[config.mk]
export PLATFORM = sky130hd
export DESIGN_NAME = spike_out_encoder
export DESIGN_NICKNAME = d
export VERILOG_FILES = /design/src/rtl/spike_out_pkg.sv /design/src/rtl/spike_event_fifo.sv /design/src/rtl/spike_out_encoder.sv
export SDC_FILE = /design/constraint.sdc
export NUM_CORES = 1
export LEC_CHECK = 0
export ABC_AREA = 1
export CAP_MARGIN = 25
export CORE_ASPECT_RATIO = 1.1
export CORE_MARGIN = 8
export CORE_UTILIZATION = 40
export DETAILED_ROUTE_END_ITERATION = 6
export GPL_TIMING_DRIVEN = 0
export PLACE_DENSITY = 0.61
export SKIP_LAST_GASP = 1
export SLEW_MARGIN = 20
export SYNTH_ARGS = -nofsm -noshare
export SYNTH_HDL_FRONTEND = slang
export SYNTH_SLANG_ARGS = --single-unit
[constraint.sdc]
create_clock -name clk -period 3.8 [get_ports clk]
set_input_delay 0.76 -clock clk [delete_from_list [all_inputs] [get_ports clk]]
set_output_delay 0.76 -clock clk [all_outputs]
set_load 0.005 [all_outputs]
[src/rtl/spike_out_pkg.sv]
// Shared types for the spike output path: the address event record and its field widths.
// The event record is sized for the default configuration; the encoder extends or truncates into it.
package spike_out_pkg;

    localparam int ADDR_WIDTH         = 1;
    localparam int DEFAULT_TIME_WIDTH = 16;

    typedef struct packed {
        logic [ADDR_WIDTH-1:0]         addr;
        logic [DEFAULT_TIME_WIDTH-1:0] ts;
    } spike_event_t;

    // Address width for a column count, never narrower than one bit.
    function automatic int addrBits(input int numCols);
        return (numCols > 1) ? $clog2(numCols) : 1;
    endfunction

endpackage

[src/rtl/spike_event_fifo.sv]
// Synchronous show-ahead FIFO of spike events; dout presents the head entry whenever empty is low.
module spike_event_fifo
    import spike_out_pkg::*;
#(
    parameter int DEPTH = 4,
    localparam int PW = $clog2(DEPTH)
) (
    input  logic         clk,
    input  logic         reset,
    input  logic         push,
    input  spike_event_t din,
    output logic         full,
    input  logic         pop,
    output spike_event_t dout,
    output logic         empty,
    output logic [PW:0]  count
);

    spike_event_t r_mem [DEPTH];
    logic [PW-1:0] r_wrPtr;
    logic [PW-1:0] r_rdPtr;
    logic [PW:0]   r_count;
    logic          w_doPush;
    logic          w_doPop;

    assign full     = (r_count == (PW+1)'(DEPTH));
    assign empty    = (r_count == '0);
    assign count    = r_count;
    assign dout     = r_mem[r_rdPtr];
    assign w_doPush = push && !full;
    assign w_doPop  = pop && !empty;

    // Storage carries no reset; an empty count makes stale contents invisible.
    always_ff @(posedge clk) begin
        if (w_doPush) begin
            r_mem[r_wrPtr] <= din;
        end
    end

    always_ff @(posedge clk or negedge reset) begin
        if (!reset) begin
            r_wrPtr <= '0;
            r_rdPtr <= '0;
            r_count <= '0;
        end else begin
            if (w_doPush) begin
                r_wrPtr <= r_wrPtr + 1'b1;
            end
            if (w_doPop) begin
                r_rdPtr <= r_rdPtr + 1'b1;
            end
            case ({w_doPush, w_doPop})
                2'b10:   r_count <= r_count + 1'b1;
                2'b01:   r_count <= r_count - 1'b1;
                default: r_count <= r_count;
            endcase
        end
    end

endmodule

[src/rtl/spike_out_encoder.sv]
// Timestamps neuron column spikes, arbitrates them round-robin into an event FIFO and streams them out.
// Optional drop counter port drop_cnt is enabled by defining SPIKE_OUT_DROP_CNT_EN.
module spike_out_encoder
    import spike_out_pkg::*;
#(
    parameter int NUM_COLS   = 2,
    parameter int TIME_WIDTH = DEFAULT_TIME_WIDTH,
    parameter int FIFO_DEPTH = 4,
    localparam int AW = addrBits(NUM_COLS)
) (
    input  logic                  clk,
    input  logic                  reset,
    input  logic [NUM_COLS-1:0]   spike,
    output logic                  out_valid,
    input  logic                  out_ready,
    output logic [AW-1:0]         out_addr,
    output logic [TIME_WIDTH-1:0] out_time,
    output logic                  overflow,
    input  logic                  clear_overflow
`ifdef SPIKE_OUT_DROP_CNT_EN
    ,
    output logic [7:0]            drop_cnt
`endif
);

    logic [TIME_WIDTH-1:0] r_ts;
    logic [NUM_COLS-1:0]   r_pending;
    logic [TIME_WIDTH-1:0] r_ptime [NUM_COLS];
    logic [AW-1:0]         r_rr;
    logic                  r_overflow;
    logic [AW-1:0]         r_lastAddr;
    logic [TIME_WIDTH-1:0] r_lastTime;

    logic                  w_found;
    logic [AW-1:0]         w_grantIdx;
    logic                  w_grant;
    logic [NUM_COLS-1:0]   w_grantMask;
    logic [NUM_COLS-1:0]   w_drop;
    logic [AW-1:0]         w_rrNext;
    spike_event_t          w_pushEvt;
    spike_event_t          w_head;
    logic                  w_full;
    logic                  w_empty;
    logic [$clog2(FIFO_DEPTH):0] w_count;
    logic                  w_pop;

    // Round-robin search starting at the pointer; a grant also needs a free FIFO slot as of this cycle.
    always_comb begin
        int idx;
        idx        = 0;
        w_found    = 1'b0;
        w_grantIdx = '0;
        for (int i = 0; i < NUM_COLS; i++) begin
            idx = (int'(r_rr) + i) % NUM_COLS;
            if (!w_found && r_pending[AW'(idx)]) begin
                w_found    = 1'b1;
                w_grantIdx = AW'(idx);
            end
        end
    end

    assign w_grant  = w_found && (int'(w_count) < FIFO_DEPTH);
    assign w_rrNext = AW'((int'(w_grantIdx) + 1) % NUM_COLS);

    always_comb begin
        w_grantMask = '0;
        if (w_grant) begin
            w_grantMask[w_grantIdx] = 1'b1;
        end
    end

    assign w_drop = spike & r_pending & ~w_grantMask;

    always_comb begin
        w_pushEvt      = '0;
        w_pushEvt.addr = ADDR_WIDTH'(w_grantIdx);
        w_pushEvt.ts   = DEFAULT_TIME_WIDTH'(r_ptime[w_grantIdx]);
    end

    spike_event_fifo #(
        .DEPTH (FIFO_DEPTH)
    ) u_fifo (
        .clk   (clk),
        .reset (reset),
        .push  (w_grant && !w_full),
        .din   (w_pushEvt),
        .full  (w_full),
        .pop   (w_pop),
        .dout  (w_head),
        .empty (w_empty),
        .count (w_count)
    );

    assign w_pop     = out_valid && out_ready;
    assign out_valid = !w_empty;
    assign out_addr  = w_empty ? r_lastAddr : AW'(w_head.addr);
    assign out_time  = w_empty ? r_lastTime : TIME_WIDTH'(w_head.ts);
    assign overflow  = r_overflow;

    // A spike landing on a column that is being granted this cycle re-arms it rather than dropping.
    always_ff @(posedge clk or negedge reset) begin
        if (!reset) begin
            r_ts       <= '0;
            r_pending  <= '0;
            r_rr       <= '0;
            r_overflow <= 1'b0;
            r_lastAddr <= '0;
            r_lastTime <= '0;
            for (int c = 0; c < NUM_COLS; c++) begin
                r_ptime[c] <= '0;
            end
        end else begin
            r_ts      <= r_ts + 1'b1;
            r_pending <= spike | (r_pending & ~w_grantMask);
            if (w_grant) begin
                r_rr <= w_rrNext;
            end
            r_overflow <= (|w_drop) || (r_overflow && !clear_overflow);
            if (w_pop) begin
                r_lastAddr <= AW'(w_head.addr);
                r_lastTime <= TIME_WIDTH'(w_head.ts);
            end
            for (int c = 0; c < NUM_COLS; c++) begin
                if (spike[c] && !w_drop[c]) begin
                    r_ptime[c] <= r_ts;
                end
            end
        end
    end

`ifdef SPIKE_OUT_DROP_CNT_EN
    logic [7:0]  r_dropCnt;
    logic [15:0] w_dropSum;

    // Clearing and dropping in the same cycle leaves just this cycle's drops counted.
    assign w_dropSum = (clear_overflow ? 16'd0 : {8'd0, r_dropCnt}) + 16'($countones(w_drop));

    always_ff @(posedge clk or negedge reset) begin
        if (!reset) begin
            r_dropCnt <= '0;
        end else begin
            r_dropCnt <= (w_dropSum > 16'd255) ? 8'd255 : w_dropSum[7:0];
        end
    end

    assign drop_cnt = r_dropCnt;
`endif

endmodule
==> impl_summary.md <==
Clock tree
The master cell of the clock root buffer is clkbuf_16. The CTS tree is done. The number of gates resized after CTS was 0. The clock drives 144 sinks. In this run the number of H-tree levels came out at 4. In this run the post-CTS setup repair buffer count came out at 0. The clock latency on the worst-skew pair is 0.41 ns. After clock tree synthesis, the clock-pin slew on the worst setup and hold paths is 0.05 ns.

The number of buffers created by CTS is 17. No sink is reached through more buffers than the 2 on the longest clock path. The number of hold buffers added after CTS is 0.

Global routing
The leftover overflow at the end of global routing is 0. The maximum number of pins on one net before global-route repair is 58. The via count of the first global-routing pass is 4196. The initial antenna violation count came to 0. The global-route wire length before repair is 20.7 mm. The global router's overall resource usage is 0.133.

Power and ir drop
Power spread over the standard cell area amounts to 838 nW/um^2. The clock power share is 0.246. The share of power burned in registers is 0.380. The switching share of power is 0.339. Internal power comes to 4.06 mW. Of the total power, combinational logic draws 0.373. The leakage power total is 3.15 nW. The analysis attributes to net switching a power of 2.08 mW.

VDD sags by at most 0.371 mV.

Timing
The slack of the critical path is 0.956 ns. Setup repair after global routing left no endpoint under its margin. The worst pin sits at a relative slew slack of 0.649. The final number of max-transition violations is 0. The worst clock skew on the final layout is 0.00875 ns. In the final timing run, aggregate negative setup slack is 0 ns. Of the available clock period, the critical path in the final layout requires 0.748. Subtracting the final worst setup slack from the clock period gives 2.84 ns. The hold violation count in the final report was 0. The maximum clock frequency is 0.352 GHz. The worst-margin pin slew is 0.526 ns.

The count of endpoints failing setup in the final report is 0.

Setup path
The critical path contains buffers and inverters numbering 4 combined. The critical path goes through buf_6 -> inv_8 -> buf_6 -> nand2_1 -> nand3_1 -> nand2_1 -> o21ai_0 -> clkdlybuf4s50_1. For this run, the slowest stage of the critical path takes 0.53 ns.

The cell with the largest stage delay on the worst path is clkdlybuf4s50_1. At the worst endpoint, the required time is 3.04 ns. The data arrival time at the worst-slack endpoint is 2.08 ns. The critical path in this run is classified as flip-flop to output port. The startpoint class of the critical path is a flip-flop. The kind of cell with the highest combined delay on the critical path is buffers and inverters. The endpoint type of the worst setup path is an output port. Of all nets on the critical path, the largest fanout is 10.

Synthesis
Counting every net in the synthesized netlist gives 619. Among all flip-flop cells after synthesis, the most frequent one is dfrtp_1. The largest total area in the synthesized netlist belongs to edfxtp_1. Of the synthesized area, sequential elements account for 0.635. The average instance in the mapped netlist occupies 10.2 um^2.

The post-synthesis cell count is 606. After synthesis the netlist holds a flip-flop and latch count of 144. In the synthesized netlist, the cells that appear most often are nand2_1, dfrtp_1, edfxtp_1, nand3_1, o21ai_1. The dominant combinational cell family by area after synthesis is simple AND/OR/NAND/NOR gates. The arithmetic-cell share of the synthesized area counting full adders, half adders and majority gates is 0.0153. After synthesis, the share of flip-flops with an asynchronous set or reset is 0.528.

The area share of the leading cell type in the synthesized netlist is 0.329. The synthesized netlist occupies a cell area of 6210 um^2. The unique cell type count in the Yosys netlist is 28. Of the total synthesized cell area, the portion taken by AND, OR, NAND and NOR gates is 0.204. Of the total synthesized cell area, the portion taken by XOR and XNOR cells is 0.0155. The fraction of the mapped netlist area in compound gates is 0.0719.

The synthesized design contains 68 enable-type register cells. Yosys attributes the largest share of cell area to edfxtp_1, dfrtp_1, nand2_1. The synthesis warning total is 0.

The most repeated cell in the gate-level netlist after synthesis is nand2_1. The share of cell area taken by muxes after synthesis is 0.

Detailed routing
The via count of the routed design is 4129. The remaining number of nets flagged by the antenna check after routing is 0. For this run, design rule violations remaining after detail routing come to 0. The average wire per standard cell is 14.5 um. After detailed routing, the total wire length is 12.5 mm.

The first detailed-routing pass ran for 5 iterations. The first routing iteration left 250 violations. In the routed layout, each cell is associated on average with a via count of 4.78.

Floorplanning
The area of the core is 15100 um^2. Measured along the y axis, the die boundary spans 147 um. The top-level port count is 25. In this run the horizontal extent of the chip is 135 um. The floorplan has 47 rows.

The floorplan step defined a die boundary enclosing 19800 um^2. For this configuration, the core starts out at a cell density of 0.411.

Outcome
The flow ran to the end, and the final reports show no timing, DRC or antenna violations.

Finish
The repair_antennas step left the layout with diodes totalling 0. The layout overhead on the synthesized area is 18.2%. The post-layout net count is 667. For this run, the share of the core covered by cells in the final layout is 0.486. The fraction of layout instances using a drive strength above 1 is 0.139. The non-filler instance count after layout is 863.

Worst hold path
The class of the worst hold path is input port to asynchronous set/reset pin.

Place
The pre-CTS worst setup slack is 1.05 ns. Once placement completed, the tool counted placed cells totaling 831. In this run the tool buffered the top-level ports with 24 buffer cells. Routability-driven placement finished with a final weighted congestion of 0.751. The HPWL after detailed placement is 8.75 mm.

Flow run
Max-cap violations in this run came to 0.
[placed cells by master (no fill, tap or decap), types with 14 or more instances in the layout]
cell type	count
edfxtp_1	68
o21ai_1	34
nor2_1	14
o21ai_0	22
clkbuf_16	17
inv_1	31
dfrtp_1	76
nand3_1	41
o21ai_2	17
nand2_1	236
clkdlybuf4s50_1	23
[registers in the layout, summed over array words and instances, names as in the netlist]
register        flops
r_ts               16
u_fifo.count        3
r_rr                1
overflow            1
u_fifo.r_rdPtr      2
r_pending           2
r_lastTime         16
r_ptime            32
u_fifo.r_wrPtr      2
r_lastAddr          1
u_fifo.r_mem       68
[layer usage]
layer / vias to the layer above / wire, um / track usage
met5: - / 0 / 0
met4: 0 / 148 / 0.0478
met3: 11 / 540 / 0.0377
met2: 71 / 6550 / 0.237
met1: 1965 / 5240 / 0.147
li1: 2082 / - / -
[logic make-up after synthesis]
kind of cell	after synthesis
compound gates	76
fa+ha+maj	7
buf+inv	60
flops	144
xor+xnor	11
simple gates	308
[per-stage QoR]
stage                     power, mW  hold WS [ns]  area, um^2
after floorplan                3.73         0.446        6210
after global placement         4.55         0.460        6690
after detailed placement       4.70         0.466        6790
after CTS                      6.23         0.226        7340
after global routing           6.56         0.234        7340
final                          6.15         0.236        7340
[area by class of cell]
class / instances / area [um^2]
Clock inverter: 4 / 23.8
Tap cell: 196 / 245
Multi-Input combinational cell: 402 / 1910
Buffer: 24 / 216
Clock buffer: 28 / 527
Sequential cell: 144 / 3940
Inverter: 36 / 145
Fill cell: 1322 / 7770
Timing Repair Buffer: 29 / 325
[power by group through the flow]
| stage | clock network, mW | logic, mW | registers [mW] |
|---|---|---|---|
| 2_1_floorplan | 0 | 1.41 | 2.32 |
| 3_3_place_gp | 0 | 2.20 | 2.35 |
| 3_5_place_dp | 0 | 2.33 | 2.37 |
| 4_1_cts | 1.55 | 2.34 | 2.34 |
| 5_1_grt | 1.62 | 2.56 | 2.38 |
| 6_report | 1.51 | 2.30 | 2.34 |
[worst paths after layout]
check                             startpoint         endpoint  slack (ns)  cells past startpoint
max in group asynchronous              reset      r_ptime[22]        3.00                      2
min                                    reset    r_lastTime[1]        0.24                      1
max                        u_fifo.r_rdPtr[0]     out_time[15]        0.96                      8
min in group clk             u_fifo.count[0]  u_fifo.count[0]        0.47                      1
min reg2reg                  u_fifo.count[0]  u_fifo.count[0]        0.47                      1
max reg2reg                  u_fifo.count[0]  u_fifo.count[2]        1.73                     10
(Power assumes the default switching activity.)
